<file path="src/rtl/bus_target_pkg.sv">
// Shared types and constants for the CPU bus responder.
// Optional zero-page RAM is enabled by BUS_TARGET_ZP_RAM_EN.
package bus_target_pkg;

    typedef enum logic {
        IDLE = 1'b0,
        BUSY = 1'b1
    } state_t;

    localparam int CNT_W = 8;

    localparam logic [7:0] ERR_DATA_DEF = 8'hFF;

    typedef struct packed {
        logic [15:0] addr;
        logic        we;
        logic [7:0]  wdata;
    } xreq_t;

endpackage

</file>
<file path="src/rtl/bus_target_zp.sv">
// 256x8 zero-page RAM: synchronous write, combinational read so the
// caller can register the read data at the same edge it samples the address.
module zp_ram (
    input  logic       clk,
    input  logic       we,
    input  logic [7:0] addr,
    input  logic [7:0] wdata,
    output logic [7:0] rdata
);

    logic [7:0] mem [256];

    always_ff @(posedge clk) begin
        if (we) begin
            mem[addr] <= wdata;
        end
    end

    assign rdata = mem[addr];

endmodule

</file>
<file path="src/rtl/bus_target.sv">
// CPU bus responder: forwards accesses to an external handshake with timeout.
// Define BUS_TARGET_ZP_RAM_EN to serve page zero from an internal RAM.
module bus_target
    import bus_target_pkg::*;
#(
    parameter int         TIMEOUT  = 16,
    parameter logic [7:0] ERR_DATA = ERR_DATA_DEF
) (
    input  logic        clk,
    input  logic        rst_n,
    input  logic [15:0] AB,
    input  logic        WE,
    input  logic [7:0]  DO,
    output logic [7:0]  DI,
    output logic        RDY,
    output logic        bus_err,
    output logic        mem_req,
    output logic        mem_we,
    output logic [15:0] mem_addr,
    output logic [7:0]  mem_wdata,
    input  logic [7:0]  mem_rdata,
    input  logic        mem_ack
);

    localparam logic [CNT_W-1:0] CNT_LAST = CNT_W'(TIMEOUT - 1);

    state_t           state;
    logic [CNT_W-1:0] cnt;
    xreq_t            req;
    logic             zp_hit;
    logic [7:0]       zp_rdata;

`ifdef BUS_TARGET_ZP_RAM_EN
    assign zp_hit = (AB[15:8] == 8'h00);

    zp_ram u_zp_ram (
        .clk   (clk),
        .we    ((state == IDLE) && zp_hit && WE),
        .addr  (AB[7:0]),
        .wdata (DO),
        .rdata (zp_rdata)
    );
`else
    assign zp_hit   = 1'b0;
    assign zp_rdata = 8'h00;
`endif

    assign mem_addr  = req.addr;
    assign mem_we    = req.we;
    assign mem_wdata = req.wdata;

    always_ff @(posedge clk or negedge rst_n) begin
        if (!rst_n) begin
            state   <= IDLE;
            cnt     <= '0;
            req     <= '0;
            DI      <= 8'h00;
            RDY     <= 1'b1;
            bus_err <= 1'b0;
            mem_req <= 1'b0;
        end else begin
            bus_err <= 1'b0;
            unique case (state)
                IDLE: begin
                    if (zp_hit) begin
                        if (!WE) begin
                            DI <= zp_rdata;
                        end
                    end else begin
                        req     <= '{addr: AB, we: WE, wdata: DO};
                        mem_req <= 1'b1;
                        RDY     <= 1'b0;
                        cnt     <= '0;
                        state   <= BUSY;
                    end
                end
                BUSY: begin
                    // ack beats a coincident timeout
                    if (mem_ack) begin
                        if (!req.we) begin
                            DI <= mem_rdata;
                        end
                        mem_req <= 1'b0;
                        RDY     <= 1'b1;
                        state   <= IDLE;
                    end else if (cnt == CNT_LAST) begin
                        if (!req.we) begin
                            DI <= ERR_DATA;
                        end
                        bus_err <= 1'b1;
                        mem_req <= 1'b0;
                        RDY     <= 1'b1;
                        state   <= IDLE;
                    end else if (cnt != '1) begin
                        cnt <= cnt + 1'b1;
                    end
                end
                default: state <= IDLE;
            endcase
        end
    end

endmodule

</file>
<file path="config.mk">
export PLATFORM = sky130hd
export DESIGN_NAME = bus_target
export DESIGN_NICKNAME = d
export VERILOG_FILES = /design/src/rtl/bus_target_pkg.sv /design/src/rtl/bus_target_zp.sv /design/src/rtl/bus_target.sv
export SDC_FILE = /design/constraint.sdc
export NUM_CORES = 1
export LEC_CHECK = 0
export CORE_ASPECT_RATIO = 0.7
export CORE_MARGIN = 2
export CORE_UTILIZATION = 40
export CTS_CLUSTER_DIAMETER = 80
export DETAILED_ROUTE_END_ITERATION = 6
export PLACE_DENSITY = 0.74
export SETUP_SLACK_MARGIN = 0.3
export SYNTH_ARGS = -nofsm -noshare
export SYNTH_HDL_FRONTEND = slang
export SYNTH_SLANG_ARGS = --single-unit
</file>
<file path="constraint.sdc">
create_clock -name clk -period 2.64 [get_ports clk]
set_clock_uncertainty 0.1 [all_clocks]
set_input_delay 0.396 -clock clk [delete_from_list [all_inputs] [get_ports clk]]
set_output_delay 0.396 -clock clk [all_outputs]
set_load 0.01 [all_outputs]
</file>
# Yosys cells after proc, flatten, opt, wreduce, memory -nomap -nowiden
# Index checks and enable logic that the tools add are counted.
# totals
word_cells	41
in_bits	36
register_bits	45
output_inout_bits	36
# op_classes
reduce_logical	2
n_addsub	1
muxes	21
bitwise_logic	1
eq_ne	7
# ops
cell	count
two-way mux 8 bit	8
one-hot mux 8 bit (2 select lines)	1
two-way mux 1 bit	9
adder 8 x 1 -> 8 bit (second input constant)	1
== test 8 x 4 -> 1 bit (second input constant)	1
inequality test 8 bit (second input constant)	1
inequality test 2 bit (second input constant)	3
one-hot mux 1 bit (2 select lines)	3
AND reduction 3 bit	2
inequality test 3 x 2 -> 1 bit (second input constant)	1
inequality test 2 x 1 -> 1 bit (second input constant)	1
NOT 1 bit	1

# Longest topological paths before layout
# Gate-level depths: netlist of run 1.
# depth
ltp_word	5
depth_mapped	5
depth_no_buf	5

# Worst setup path before layout of run 1
# No wires, ideal clock.
# synth_timing
path_type	register -> register
start	reg cnt[4]
end	reg DI[0]
path_stages_with_launch	5
setup_slack_ns	0.877
arrival_ns	1.600
n_path_buf	0
cell_sequence	dfrtp_1 -> or4_4 -> o21a_4 -> nor3_4 -> o22a_2
# synth_between
elab_chain_len	3
# synth_lines
element	line_no	text
start, declared	bus_target.sv:28	logic [CNT_W-1:0] cnt;
start signal, assigned	bus_target.sv:95	cnt <= cnt + 1'b1;
== test 8 x 4 -> 1 bit	bus_target.sv:86	end else if (cnt == CNT_LAST) begin
inequality test 3 x 2 -> 1 bit (no source line)	--	
AND reduction 3 bit (no source line)	--	
end signal, assigned	bus_target.sv:67	DI <= zp_rdata;
end signal, assigned	bus_target.sv:81	DI <= mem_rdata;
end, declared	bus_target.sv:14	output logic [7:0] DI,
# No other way between the ends.
# A chain may end at the register's enable or synchronous reset.

# Worst setup path in the final report of run 1
# layout_timing
start	reg cnt[4]
end	reg DI[4]
# The elaborated chain is that of the path after synthesis.

==> results.json, run 1 <==
{
  "outcome": "completed",
  "cts_buffers": 5,
  "place.port_buffers": 71,
  "seq_area_um2": 1127,
  "synth_area_leaders": "dfrtp_1, mux2_2, o22a_2, dfstp_2, nand2_1",
  "ir_worst_vdd_mv": 0.3797,
  "post-cts-setup-buffers": 0,
  "grt_pass1_wl_um": 6803,
  "tns_ns": 0,
  "path_clk_slew_ns": 0.08,
  "crit_path_start_kind": "register",
  "syn_area_um2": 1837,
  "worstSetupEndpointType": "register",
  "hold_ws_ns": 0.1510,
  "die_h_um": 60.70,
  "wire_per_inst_um": 15.34,
  "syn_inst": 133,
  "cp.arrival_ns": 2.05,
  "die_x_um": 84.99,
  "final-setup-viol-count": 0,
  "pin_count": 72,
  "cap_violations": 0,
  "fillers": 346,
  "cp_cell_sequence": "or4_4 -> o21a_4 -> nor3_4 -> o22a_2",
  "grt_usage_pct": 17.36,
  "vias": 1348,
  "slowest_stage": "or4_4",
  "dieArea_um2": 5158,
  "critPathRequiredTime_ns": 2.78,
  "synth_nets": 170,
  "p_sw_uw": 438.0,
  "synth_cell_types": 35,
  "area_growth_pct": 47.89,
  "hold_path_class": "input port to async pin",
  "use_met2_pct": 26.12,
  "sw_frac_of_total_pct": 24.01,
  "ys_seq_elements": 45,
  "wl_um": 4035,
  "place_congestion": 0.8036,
  "drive_above_1_share_pct": 23.08,
  "p_per_area_nw_per_um2": 671.6,
  "worst_pin_slew_ns": 0.9826,
  "critPathMaxFanout": 8,
  "ys_seq_area_share_pct": 61.38,
  "synth_ff_type": "dfrtp_1",
  "synth_top_area_cell": "dfrtp_1",
  "remaining_drc_errors": 0,
  "firstDrtPassIters": 4,
  "grt_max_degree": 46,
  "p_int_mw": 1.386,
  "hpwlAfterDp_um": 2882,
  "cts_num_sinks": 45,
  "cts_resized": 0,
  "grt_busiest_layer": "met2",
  "use_met3_pct": 6.803,
  "cpPeakStageDelay_ns": 0.59,
  "first_global_vias": 1404,
  "synth_edf_count": 0,
  "layout.nets": 244,
  "leakage_nw": 1.101,
  "combPwrFrac_pct": 24.4,
  "cts_tree": "built",
  "rows": 20,
  "fmax_mhz": 523.6,
  "clk_latency_ns": 0.29,
  "synth.yosys.warnings": 0,
  "cts.htree.levels": 2,
  "synth.avg_cell_area_um2": 13.81,
  "cts_hold_buffers": 0,
  "maxSlewViolCount": 0,
  "worstSetupPathType": "register to register",
  "period_minus_slack_ns": 1.910,
  "hold_viol": 0,
  "pre_cts_slack_ns": 0.6403,
  "p_total_mw": 1.824,
  "use_met1_pct": 23.19,
  "n_antenna_cell": 0,
  "postLayoutCellArea_um2": 2716,
  "postSynth.asyncResetShare_pct": 100.0,
  "first_iter_violations": 92,
  "place_area_um2": 2600,
  "multi_input_area_um2": 679.4,
  "vias_per_cell": 5.125,
  "coreArea_um2": 4379,
  "max-slew-margin-rel_pct": 34.49,
  "clockRootBuffer": "clkbuf_8",
  "cts.path.max_buffers": 2,
  "ant_nets": 0,
  "seqPwrFrac_pct": 46.7,
  "grt_remaining_overflow": 0,
  "start_util_pct": 41.94,
  "antenna_found_initial": 0,
  "synth_top_area_share_pct": 59.95,
  "period_share_pct": 72.34,
  "pwr-share-clk_pct": 28.9,
  "fin_ws_ns": 0.7303,
  "rsz0062_at_grt": "no"
}
stage by stage:
stage | instances | utilization (%)
after floorplan | 133 | -
after global placement | 255 | 59.37
after detailed placement | 255 | 59.37
after CTS | 263 | 62.03
after global routing | 263 | 62.03
final | 263 | 62.03
synthesized netlist by cell type (2+ instances only):
library cell   n
mux2i_1        2
dfrtp_1       44
nor4b_1        2
a21oi_1        2
nor2_1         5
inv_1          2
nor4_1         2
o22a_2         8
mux2_2        25
nand4_1        3
clkbuf_1       5
o21ai_0        3
nand3_1        2
nand2_1        7
final timing paths:
check                                     from  slack, ns                       to  cells past startpoint
hold reg to reg            mem_req$_DFFE_PN0P_       0.38      mem_req$_DFFE_PN0P_                      2
min in group clk           mem_req$_DFFE_PN0P_       0.38      mem_req$_DFFE_PN0P_                      2
hold / removal                           rst_n       0.15  mem_addr[1]$_DFFE_PN0N_                      1
setup reg to reg            cnt[4]$_DFFE_PN0P_       0.73        DI[4]$_DFFE_PN0P_                      4
setup / recovery            cnt[4]$_DFFE_PN0P_       0.73        DI[4]$_DFFE_PN0P_                      4
max in group asynchronous                rst_n       1.67       cnt[4]$_DFFE_PN0P_                      1
routing by layer:
| metal | up-vias | wire, um | share of wire [%] |
|---|---|---|---|
| li1 | 632 | - | - |
| met1 | 639 | 1898 | 47 |
| met2 | 72 | 1698 | 42 |
| met3 | 5 | 393 | 9.7 |
| met4 | 0 | 44 | 1.1 |
| met5 | - | 0 | 0 |
power groups by stage:
stage	logic (mW)	clock network [mW]	registers (mW)
6_report	0.445	0.528	0.851
5_1_grt	0.481	0.579	0.865
4_1_cts	0.453	0.541	0.853
3_5_place_dp	0.452	0	0.864
3_3_place_gp	0.439	0	0.860
2_1_floorplan	0.133	0	0.898
final cells by class:
class	instances	area share (%)
clock inverter	1	1.105
clock buffer	7	3.178
sequential	45	41.50
timing repair buffer	72	26.26
inverter	3	0.4146
tap	55	2.533
multi-input combinational	80	25.01
kinds of logic after synthesis:
family	count (synthesis)	share of synthesized area (%)
XOR/XNOR	2	0.9539
AND/OR/NAND/NOR	30	9.811
adder cells (fa/ha/maj)	1	0.6811
AO/OA/AOI/OAI	20	9.129
multiplexers	27	16.42
buffers and inverters	8	1.635
flip-flops	45	61.38
state kept, by name, summed over array words and instances, names as in the netlist:
signal and cells:
mem_we 1, cnt 8, mem_addr 16, mem_req 1
DI 8, bus_err 1, RDY 1, state 1
mem_wdata 8
placed cells by master (no fill, tap or decap), types with 2 or more instances in the layout:
cell,n
a21oi_1,2
clkbuf_8,6
clkdlybuf4s50_1,70
dfrtp_1,44
inv_1,2
mux2_2,25
mux2i_1,2
nand2_1,7
nand3_1,2
nand4_1,3
nor2_1,5
nor4_1,2
nor4b_1,2
o21ai_0,3
o22a_2,8
worst max-delay path, delay by kind of cell (launching register included):
kind               cells  cell delay (ns)
and+or+nand+nor        2             0.86
AOI/OAI and AO/OA      2             0.45
DFF                    1             0.44
No activity file was read; power rests on OpenSTA's default activity.
==> inputs of run 2 (changes only) <==
--- a/config.mk
+++ b/config.mk
@@ -7,10 +7,10 @@
 export LEC_CHECK = 0
 export CORE_ASPECT_RATIO = 0.7
 export CORE_MARGIN = 2
-export CORE_UTILIZATION = 40
+export CORE_UTILIZATION = 39
 export CTS_CLUSTER_DIAMETER = 80
 export DETAILED_ROUTE_END_ITERATION = 6
-export PLACE_DENSITY = 0.74
+export PLACE_DENSITY = 0.76
 export SETUP_SLACK_MARGIN = 0.3
 export SYNTH_ARGS = -nofsm -noshare
 export SYNTH_HDL_FRONTEND = slang
==> constraint.sdc (replaced) <==
create_clock -name clk -period 1.75 [get_ports clk]
set_clock_uncertainty 0.1 [all_clocks]
set_input_delay 0.2625 -clock clk [delete_from_list [all_inputs] [get_ports clk]]
set_output_delay 0.2625 -clock clk [all_outputs]
set_load 0.01 [all_outputs]
==> run 2 against run 1 <==
The run now ends with negative setup slack left. Critical endpoint is now cnt[3]$_DFFE_PN0P_. Power grew 40%. Flip-flop and latch count is the same. Final area grew 7.7%. Cell count grew 8.0%.
==> results.json, run 2 (synthesis results as in run 1) <==
{
  "cp_cell_sequence": "or4_4 -> buf_6 -> a21oi_4 -> buf_4 -> o311ai_2 -> o41ai_2",
  "p_per_area_nw_per_um2": 875.0,
  "period_share_pct": 104.5,
  "maxSlewViolCount": 0,
  "ant_nets": 0,
  "coreArea_um2": 4429,
  "worstSetupPathType": "register to register",
  "layoutNonFillerInstCount": 284,
  "crit_start": "cnt[7]$_DFFE_PN0P_",
  "post-place-cells": 267,
  "critPathMaxFanout": 6,
  "clk_latency_ns": 0.30,
  "fmax_mhz": 546.8,
  "area_growth_pct": 59.33,
  "r2r_cells": 6,
  "slowest_stage": "or4_4",
  "pre_cts_slack_ns": -0.09206,
  "tns_ns": -0.2370,
  "hold_path_class": "input port to async pin",
  "antenna_found_initial": 0,
  "cap_violations": 0,
  "place_area_um2": 2703,
  "reg2reg_slack_ns": -0.08,
  "cts_num_sinks": 45,
  "clockRootBuffer": "clkbuf_8",
  "wire_per_inst_um": 16.10,
  "max-slew-margin-rel_pct": 67.40,
  "grt_pass1_wl_um": 7272,
  "pin_count": 72,
  "final-setup-viol-count": 8,
  "vias": 1490,
  "crit_buf_inv": 2,
  "vias_per_cell": 5.246,
  "crit_family": "simple AND/OR/NAND/NOR gates",
  "first_iter_violations": 81,
  "cp.depth": 6,
  "critPathRequiredTime_ns": 1.85,
  "die_h_um": 61.42,
  "place_congestion": 0.8198,
  "leakage_nw": 1.283,
  "dieArea_um2": 5283,
  "grt_usage_pct": 18.26,
  "cts_tree": "built",
  "n_antenna_cell": 0,
  "remaining_drc_errors": 0,
  "fillers": 328,
  "cp.arrival_ns": 1.93,
  "r2r_start": "cnt[7]$_DFFE_PN0P_",
  "cts.htree.levels": 2,
  "grt_remaining_overflow": 0,
  "place.port_buffers": 71,
  "grt_max_degree": 26,
  "hpwlAfterDp_um": 3186,
  "mostFrequentLayoutCells": "dfrtp_1, dlygate4sd2_1, clkdlybuf4s50_1, mux2_2, buf_4",
  "period_minus_slack_ns": 1.829,
  "hold_viol": 0,
  "worstSetupEndpointType": "register",
  "hold_ws_ns": 0.3623,
  "failed_checks": "negative setup slack",
  "ir_worst_vdd_mv": 0.5279,
  "first_global_vias": 1612,
  "finish.utilization_pct": 66.07,
  "crit_path_start_kind": "register",
  "cpPeakStageDelay_ns": 0.56,
  "firstDrtPassIters": 5,
  "p_total_mw": 2.561,
  "worst_pin_slew_ns": 0.4890,
  "path_clk_slew_ns": 0.09,
  "rsz0062_at_grt": "yes",
  "crit_path_end": "cnt[3]$_DFFE_PN0P_",
  "outcome": "complete, but fails checks",
  "drive_above_1_share_pct": 35.37,
  "start_util_pct": 41.47,
  "cts_buffers": 5,
  "cts.path.max_buffers": 2,
  "layout_commonest_cell": "dfrtp_1",
  "wl_um": 4572,
  "rows": 20,
  "largest_reg_flops": 16,
  "layout.nets": 265,
  "r2r-end": "cnt[3]$_DFFE_PN0P_",
  "fin_ws_ns": -0.07871,
  "postLayoutCellArea_um2": 2927,
  "die_x_um": 86.03
}
==> run 2: area by class of cell <==
type / count / area, um^2 / share of cell area [%]
Clock buffer: 6 / 82.58 / 2.822
Clock inverter: 2 / 13.76 / 0.4703
Inverter: 3 / 11.26 / 0.3848
Multi-Input combinational cell: 80 / 764.5 / 26.12
Sequential cell: 45 / 1127 / 38.52
Tap cell: 55 / 68.82 / 2.351
Timing Repair Buffer: 93 / 858.3 / 29.33
==> run 2: timing repair <==
action	4_1_cts	5_1_grt
setup endpoints to repair	55	21
gates resized for setup	53	10
setup buffers	4	4
endpoints found under the hold margin	20	0
pin swaps	8	8
hold buffers	1	0
==> run 2: power by group <==
group | internal [mW] | total [mW] | switching (mW)
registers | 1.19 | 1.27 | 0.0797
logic | 0.367 | 0.628 | 0.261
clock network | 0.320 | 0.663 | 0.343
==> run 2: worst min-delay path by stage <==
stage                     start                       end  slack [ns]  cells after the start
final                     rst_n   mem_addr[0]$_DFFE_PN0N_        0.36                      2
after global routing      rst_n  mem_addr[14]$_DFFE_PN0N_        0.41                      2
after global placement    rst_n   mem_addr[4]$_DFFE_PN0N_        0.14                      1
after detailed placement  rst_n   mem_addr[0]$_DFFE_PN0N_        0.15                      1
after CTS                 rst_n   mem_addr[3]$_DFFE_PN0N_        0.37                      2
after floorplan           rst_n         DI[0]$_DFFE_PN0P_       -0.13                      0
==> run 2: per-layer routing <==
metal | wire (um) | track usage [%] | vias to the layer above
met5 | 0 | 0 | -
met4 | 38 | 5.896 | 0
met3 | 374 | 7.105 | 6
met2 | 2215 | 32.00 | 64
met1 | 1945 | 21.18 | 747
li1 | - | - | 673
